==> src/rtl/cpu_sequencer.sv <==
// cpu_sequencer: 8-bit CPU bus/control sequencer.
// Walks each instruction through opcode fetch, an optional immediate byte,
// an optional data-memory read or write, and a one-cycle execute strobe.
// HALT sleeps until an interrupt is pending. Interrupt entry pushes the PC
// high byte then the low byte, and then vectors to 0x0040 + 8*n.
//
// Ports:
//   clk, rst                 clock and synchronous active-high reset
//   mem_*                    8-bit data / 16-bit address bus with ready handshake
//   imm_en, mem_op, is_halt  decoder results for the latched opcode
//   hl_addr, reg_wdata       address and store data for the data phase
//   pc_load, pc_target       branch-taken flag and branch target, sampled in EXEC
//   int_req, ime, sp         pending interrupts, master enable, stack pointer
//   opcode, imm, mem_data    latched instruction and operand bytes
//   pc                       program counter
//   exec_en, sp_dec, int_ack one-cycle strobes
//
// state      | meaning
// FETCH      | read opcode at pc
// DECODE     | one idle cycle while the decoder settles
// IMM        | read immediate byte at pc
// MEM        | data read/write at hl_addr
// EXEC       | execute strobe, optional branch
// HALTED     | sleep until int_req != 0
// PUSH_HI    | write pc[15:8] to sp-1
// PUSH_LO    | write pc[7:0] to sp-2
// VECTOR     | acknowledge interrupt, jump to its vector
module cpu_sequencer #(
  parameter logic [15:0] RESET_PC = 16'h0000
) (
  input  logic        clk,
  input  logic        rst,
  input  logic [7:0]  mem_rdata,
  input  logic        mem_ready,
  input  logic        imm_en,
  input  logic [1:0]  mem_op,
  input  logic        is_halt,
  input  logic [15:0] hl_addr,
  input  logic [7:0]  reg_wdata,
  input  logic        pc_load,
  input  logic [15:0] pc_target,
  input  logic [4:0]  int_req,
  input  logic        ime,
  input  logic [15:0] sp,
  output logic [15:0] mem_addr,
  output logic [7:0]  mem_wdata,
  output logic        mem_rd,
  output logic        mem_wr,
  output logic [7:0]  opcode,
  output logic [7:0]  imm,
  output logic [7:0]  mem_data,
  output logic [15:0] pc,
  output logic        exec_en,
  output logic        sp_dec,
  output logic [4:0]  int_ack
);

  typedef enum logic [3:0] {
    ST_FETCH, ST_DECODE, ST_IMM, ST_MEM, ST_EXEC,
    ST_HALTED, ST_PUSH_HI, ST_PUSH_LO, ST_VECTOR
  } state_e;

  state_e      state_q, state_d;
  logic [15:0] pc_q, pc_d;
  logic [7:0]  opcode_q, opcode_d;
  logic [7:0]  imm_q, imm_d;
  logic [7:0]  mem_data_q, mem_data_d;

  logic        data_phase;
  logic        int_pending;
  logic [2:0]  vec_n;
  logic        vec_hit;

  // Reserved mem_op 11 behaves like "none".
  assign data_phase  = (mem_op == 2'b01) || (mem_op == 2'b10);
  assign int_pending = |int_req;

  // Lowest set bit wins: scan downwards so the last match is the lowest index.
  always_comb begin
    vec_n   = 3'd0;
    vec_hit = 1'b0;
    for (int i = 4; i >= 0; i--) begin
      if (int_req[i]) begin
        vec_n   = 3'(i);
        vec_hit = 1'b1;
      end
    end
  end

  always_comb begin
    state_d    = state_q;
    pc_d       = pc_q;
    opcode_d   = opcode_q;
    imm_d      = imm_q;
    mem_data_d = mem_data_q;
    mem_addr   = 16'h0000;
    mem_wdata  = 8'h00;
    mem_rd     = 1'b0;
    mem_wr     = 1'b0;
    exec_en    = 1'b0;
    sp_dec     = 1'b0;
    int_ack    = 5'b00000;

    case (state_q)
      ST_FETCH: begin
        mem_rd   = 1'b1;
        mem_addr = pc_q;
        if (mem_ready) begin
          opcode_d = mem_rdata;
          pc_d     = pc_q + 16'd1;
          state_d  = ST_DECODE;
        end
      end
      ST_DECODE: begin
        if (is_halt)         state_d = ST_HALTED;
        else if (imm_en)     state_d = ST_IMM;
        else if (data_phase) state_d = ST_MEM;
        else                 state_d = ST_EXEC;
      end
      ST_IMM: begin
        mem_rd   = 1'b1;
        mem_addr = pc_q;
        if (mem_ready) begin
          imm_d   = mem_rdata;
          pc_d    = pc_q + 16'd1;
          state_d = data_phase ? ST_MEM : ST_EXEC;
        end
      end
      ST_MEM: begin
        mem_addr = hl_addr;
        if (mem_op == 2'b01) begin
          mem_wr    = 1'b1;
          mem_wdata = reg_wdata;
        end else if (mem_op == 2'b10) begin
          mem_rd = 1'b1;
          if (mem_ready) mem_data_d = mem_rdata;
        end
        if (mem_ready) state_d = ST_EXEC;
      end
      ST_EXEC: begin
        exec_en = 1'b1;
        if (pc_load) pc_d = pc_target;
        state_d = (ime && int_pending) ? ST_PUSH_HI : ST_FETCH;
      end
      ST_HALTED: begin
        if (int_pending) state_d = ime ? ST_PUSH_HI : ST_FETCH;
      end
      ST_PUSH_HI: begin
        mem_wr    = 1'b1;
        mem_addr  = sp - 16'd1;
        mem_wdata = pc_q[15:8];
        if (mem_ready) begin
          sp_dec  = 1'b1;
          state_d = ST_PUSH_LO;
        end
      end
      ST_PUSH_LO: begin
        // sp may not reflect the first decrement yet, so address from the
        // original value.
        mem_wr    = 1'b1;
        mem_addr  = sp - 16'd2;
        mem_wdata = pc_q[7:0];
        if (mem_ready) begin
          sp_dec  = 1'b1;
          state_d = ST_VECTOR;
        end
      end
      ST_VECTOR: begin
        if (vec_hit) begin
          int_ack = 5'b00001 << vec_n;
          pc_d    = 16'h0040 + {10'd0, vec_n, 3'b000};
        end
        state_d = ST_FETCH;
      end
      default: state_d = ST_FETCH;
    endcase

    // While reset is held, nothing leaves the block: all requests and strobes
    // stay low, so a transfer that reset interrupts is dropped.
    if (rst) begin
      mem_addr  = 16'h0000;
      mem_wdata = 8'h00;
      mem_rd    = 1'b0;
      mem_wr    = 1'b0;
      exec_en   = 1'b0;
      sp_dec    = 1'b0;
      int_ack   = 5'b00000;
    end
  end

  always_ff @(posedge clk) begin
    if (rst) begin
      state_q    <= ST_FETCH;
      pc_q       <= RESET_PC;
      opcode_q   <= 8'h00;
      imm_q      <= 8'h00;
      mem_data_q <= 8'h00;
    end else begin
      state_q    <= state_d;
      pc_q       <= pc_d;
      opcode_q   <= opcode_d;
      imm_q      <= imm_d;
      mem_data_q <= mem_data_d;
    end
  end

  assign pc       = pc_q;
  assign opcode   = opcode_q;
  assign imm      = imm_q;
  assign mem_data = mem_data_q;

endmodule

==> config.mk <==
export PLATFORM = sky130hd
export DESIGN_NAME = cpu_sequencer
export DESIGN_NICKNAME = d
export VERILOG_FILES = /design/src/rtl/cpu_sequencer.sv
export SDC_FILE = /design/constraint.sdc
export NUM_CORES = 1
export LEC_CHECK = 0
export CAP_MARGIN = 5
export CORE_ASPECT_RATIO = 2
export CORE_MARGIN = 4
export CORE_UTILIZATION = 43
export DETAILED_ROUTE_END_ITERATION = 6
export GPL_TIMING_DRIVEN = 0
export PLACE_DENSITY = 0.82
export SYNTH_ARGS = -nofsm -noshare
export SYNTH_HDL_FRONTEND = slang
export SYNTH_SLANG_ARGS = --single-unit
==> constraint.sdc <==
create_clock -name clk -period 2.9 [get_ports clk]
set_input_delay 0.58 -clock clk [delete_from_list [all_inputs] [get_ports clk]]
set_output_delay 0.58 -clock clk [all_outputs]
set_load 0.005 [all_outputs]
After elaboration in Yosys (flattened, before gate mapping)
Index checks and enable logic that the tools add are counted.
{ "classes": {"eq_ne": 19, "n_mux": 46, "n_reduce_logical": 12, "bitwise_logic": 1, "n_shift": 1, "add_sub_neg": 4} }
{ "op_table": {"columns": ["operator", "n"], "rows": [
  ["16-bit 2-to-1 mux", 4],
  ["16-bit case mux with 4 select lines", 1],
  ["16-bit case mux with 3 select lines", 1],
  ["4-bit case mux with 8 select lines", 1],
  ["3-bit 2-to-1 mux", 10],
  ["4-bit 2-to-1 mux", 6],
  ["8-bit case mux with 3 select lines", 1],
  ["16-bit by 1-bit adder with 16-bit output, second input constant", 1],
  ["4-bit by 3-bit == test with 1-bit output, second input constant", 4],
  ["8-bit 2-to-1 mux", 2],
  ["2-bit != test, second input constant", 8],
  ["16-bit by 1-bit subtractor with 16-bit output, second input constant", 1],
  ["16-bit by 2-bit subtractor with 16-bit output, second input constant", 1],
  ["1-bit 2-to-1 mux", 15],
  ["5-bit 2-to-1 mux", 3],
  ["7-bit by 6-bit adder with 8-bit output, first input constant", 1],
  ["4-bit by 2-bit == test with 1-bit output, second input constant", 2],
  ["4-bit AND reduction", 2],
  ["6-bit AND reduction", 1],
  ["5-bit OR reduction", 1],
  ["1-bit by 3-bit << shifter with 5-bit output, first input constant", 1],
  ["4-bit by 1-bit == test with 1-bit output, second input constant", 1],
  ["4-bit == test, second input constant", 1],
  ["4-bit zero test", 1],
  ["other kinds (10)", 13]
]} }
{ "totals": {"input_bits": 78, "reg_bits": 44, "wordCells": 88} }

Longest topological paths before layout
{ "depth": {"depth_word": 9, "mapped_depth": 8, "ltp_nobuf": 7} }

Worst setup path before layout
No wires, ideal clock.
{ "synth_path": {"path_kind": "input port to output port", "start": "in sp[1]", "end": "out mem_addr[8]", "arrival_time_ns": 2.027, "cell_stages": 7, "required_time_ns": 2.320, "setup_slack_ns": 0.293, "path_cell_list": "inv_1 -> ha_1 -> or4b_1 -> nor4_1 -> xor2_1 -> a22oi_1 -> a21oi_1"} }
{ "synth_between": {"elab_chain_len": 3, "word_cells_on_any_way": 4, "cone_classes": "add/sub (2); mux (2)"} }
{ "synth_rtl": {"columns": ["item", "line", "rtl"], "rows": [
  ["from (decl)", "44", "input logic [15:0] sp,"],
  ["16-bit by 2-bit subtractor with 16-bit output / 16-bit by 1-bit subtractor with 16-bit output (equally long branches)", "161, 150", null],
  ["16-bit case mux with 4 select lines (*)", "104", "case (state_q)"],
  ["16-bit 2-to-1 mux (*)", "180", "if (rst) begin"],
  ["to (decl)", "45", "output logic [15:0] mem_addr,"]
]} }
Mark *: on every way between the ends. The rest lies on a longest branch, timed or not.

Worst setup path after layout
{ "layout_path": {"start": "in sp[1]", "end": "out mem_addr[14]"} }
The elaborated chain is that of the path after synthesis.

==> impl_metrics.json <==
{
  "status": "finished with violations",
  "violations": "negative setup slack",
  "setup_tns_ns": -0.189,
  "drc": 0,
  "slew_headroom": 0.540,
  "hold_buffers": 0,
  "grt_first_pass_wirelength_mm": 23.9,
  "period_share": 1.05,
  "crit_path_max_fanout": 5,
  "cts_buffers": 5,
  "fin_crit_ns": 3.04,
  "cp_slowest_stage_delay_ns": 0.53,
  "crit_buf_inv": 4,
  "cellLeakagePower_uw": 0.00228,
  "met1Wirelength_mm": 5.22,
  "synth_seq_cells": 44,
  "fin_area_um2": 5620,
  "cts_root_buffer": "clkbuf_16",
  "clk_pin_slew_worst_paths_ns": 0.06,
  "num_rows": 45,
  "grt_pass1_vias": 4786,
  "synth_compound_area_frac": 0.270,
  "skew_ns": 0.0100,
  "post_dp_cell_area_um2": 4990,
  "wl_per_cell_um": 21.9,
  "cp-end-kind": "primary output",
  "path_class": "input pin to primary output",
  "dr.pass1.iters": 5,
  "initial_core_util": 0.446,
  "drt-initial-drc-count": 439,
  "synth_top_family_by_area": "compound AO/OA/AOI/OAI gates",
  "synthToLayoutAreaGrowth_pct": 64.7,
  "startpoint_type": "input pin",
  "avgSynthCellArea_um2": 7.47,
  "layout_commonest_cell": "clkdlybuf4s50_1",
  "final_cell_mix": "clkdlybuf4s50_1, nor2_1, dfxtp_1",
  "core_area_um2": 7660,
  "crit_slowest_cell": "or4b_4",
  "clk_latency_ns": 0.29,
  "nets": 714,
  "tightest_slew_ns": 0.686,
  "track_usage": 0.315,
  "synth_simple_gate_area_frac": 0.266,
  "num_io_pins": 151,
  "ys_warn_count": 0,
  "wl_mm": 15.8,
  "synthXorXnorAreaFrac": 0.0488,
  "drtAntennaViolNets": 0,
  "layout-drive-gt1-share": 0.187,
  "synth-edff-count": 0,
  "hp-class": "flip-flop to flip-flop",
  "synthAdderAreaFrac": 0.0220,
  "fmax_mhz": 329,
  "die_area_um2": 9510,
  "gr-total-overflow": 0,
  "ir_drop_uv": 553,
  "synth_nets": 541,
  "final.setup.worst_slack_ns": -0.139,
  "p_per_area_nw_per_um2": 589,
  "max_cap_viol_count": 0,
  "syn_area_um2": 3410,
  "ys_seq_area_frac": 0.258,
  "antenna_found_initial": 0,
  "finalHoldViolCount": 0,
  "cts_sinks": 44,
  "cp.required_ns": 2.32,
  "synth_ff_type": "dfxtp_1",
  "wl_met3_mm": 1.14,
  "drv_slew": 0,
  "diodes": 0,
  "rsz0062_at_grt": "yes",
  "highest_layer": "met4",
  "fp.dieH_um": 134,
  "ys_types": 66,
  "met2WireLength_mm": 8.49,
  "synthArstFlopShare": 0,
  "gp_congestion": 0.999,
  "avgViaCountPerCell": 6.27,
  "h-tree-depth": 2,
  "crit_arrival_ns": 2.46,
  "syn_inst": 457,
  "grt_max_degree": 13,
  "cts_tree": "yes",
  "die_x_um": 71,
  "cpLargestDelayFamily": "simple AND/OR/NAND/NOR gates",
  "vias": 4540,
  "crit_chain": "buf_8 > inv_6 > ha_4 > or4b_4 > buf_6 > nor4_4 > xor2_1 > a22oi_1 > a21oi_1 > buf_2",
  "muxShareOfSynthArea": 0.0733,
  "setup_violations": 4,
  "cts_buffer_depth": 2,
  "portBuffers": 146,
  "post-dp-hpwl_mm": 11.5
}
## cell usage after synthesis, types with 4 or more instances
cell type,instances,share of area
o21ai_1,9,0.013
o21ai_0,13,0.019
nor3_1,9,0.013
a22oi_1,20,0.044
nand3_1,13,0.019
a211oi_1,5,0.011
nor4_1,6,0.011
and2_1,4,0.0073
inv_1,17,0.019
and3_1,8,0.015
mux2i_1,25,0.073
clkbuf_1,20,0.022
dfxtp_1,44,0.26
ha_1,6,0.022
xnor2_1,7,0.018
a221oi_1,7,0.018
a31oi_1,5,0.0092
a21oi_1,35,0.051
xor2_1,12,0.031
nand2_1,42,0.046
o31ai_1,4,0.0088
nor2_1,60,0.066
buf_2,12,0.018
## per-layer routing
layer,global-route usage,vias to the layer above
li1,-,2035
met1,0.301,2136
met2,0.587,287
met3,0.0615,82
met4,0.206,0
met5,0,-
## report_power, final
| part | switching (uW) | total, uW | internal (uW) |
|---|---|---|---|
| combinational | 1060 | 1920 | 854 |
| sequential | 146 | 860 | 714 |
| clock | 222 | 535 | 313 |
| total | 1430 | 3310 | 1880 |
## registers in the layout, indices dropped and copies added, names as in the netlist
signal / count
state_q: 4
imm: 8
opcode: 8
mem_data: 8
pc: 16
## layout make-up
class | count | area [um2]
buffer | 29 | 191
clock buffer | 6 | 129
clock inverter | 1 | 5.00
fill | 606 | 2040
inverter | 18 | 75.1
multi-input combinational | 362 | 2580
sequential | 44 | 886
tap | 94 | 118
timing repair buffer | 170 | 1640
## tightest hold or removal path: cells and delay by family, from the launching register on
kind,cells,cell delay [ns]
mux,1,0.07
simple gates,1,0.08
flops,1,0.33
## cells by family after synthesis
| family | Yosys count |
|---|---|
| simple gates | 176 |
| compound gates | 135 |
| buf+inv | 52 |
| flops | 44 |
| mux | 25 |
| xor+xnor | 19 |
| fa+ha+maj | 6 |
## worst paths after layout
check | startpoint | end | slack, ns | cells past startpoint
setup / recovery | sp[1] | mem_addr[14] | -0.14 | 10
hold / removal | mem_data[0]$_SDFFE_PP0P_ | mem_data[0]$_SDFFE_PP0P_ | 0.50 | 2
setup reg to reg | state_q[3]$_SDFFE_PP0P_ | pc[13]$_SDFFE_PP0P_ | 0.75 | 6
hold reg to reg | mem_data[0]$_SDFFE_PP0P_ | mem_data[0]$_SDFFE_PP0P_ | 0.50 | 2
## what timing repair did
action                                  4_1_cts  5_1_grt
gates cloned                                  1        0
endpoints found under the setup margin       27       28
setup buffers                                14       10
pin swaps                                    26       26
resized for setup                           148       45
## per-stage QoR
| stage | power [uW] | hold slack [ns] | setup slack [ns] | utilization | std cells |
|---|---|---|---|---|---|
| after floorplan | 1790 | 0.485 | 0.293 | - | 457 |
| after global placement | 2490 | 0.476 | -0.858 | 0.652 | 697 |
| after detailed placement | 2520 | 0.488 | -0.927 | 0.652 | 697 |
| after CTS | 3190 | 0.501 | -0.0686 | 0.711 | 715 |
| after global routing | 3490 | 0.531 | -0.198 | 0.734 | 724 |
| final | 3310 | 0.503 | -0.139 | 0.734 | 724 |
Power figures use the tool's default switching activity.
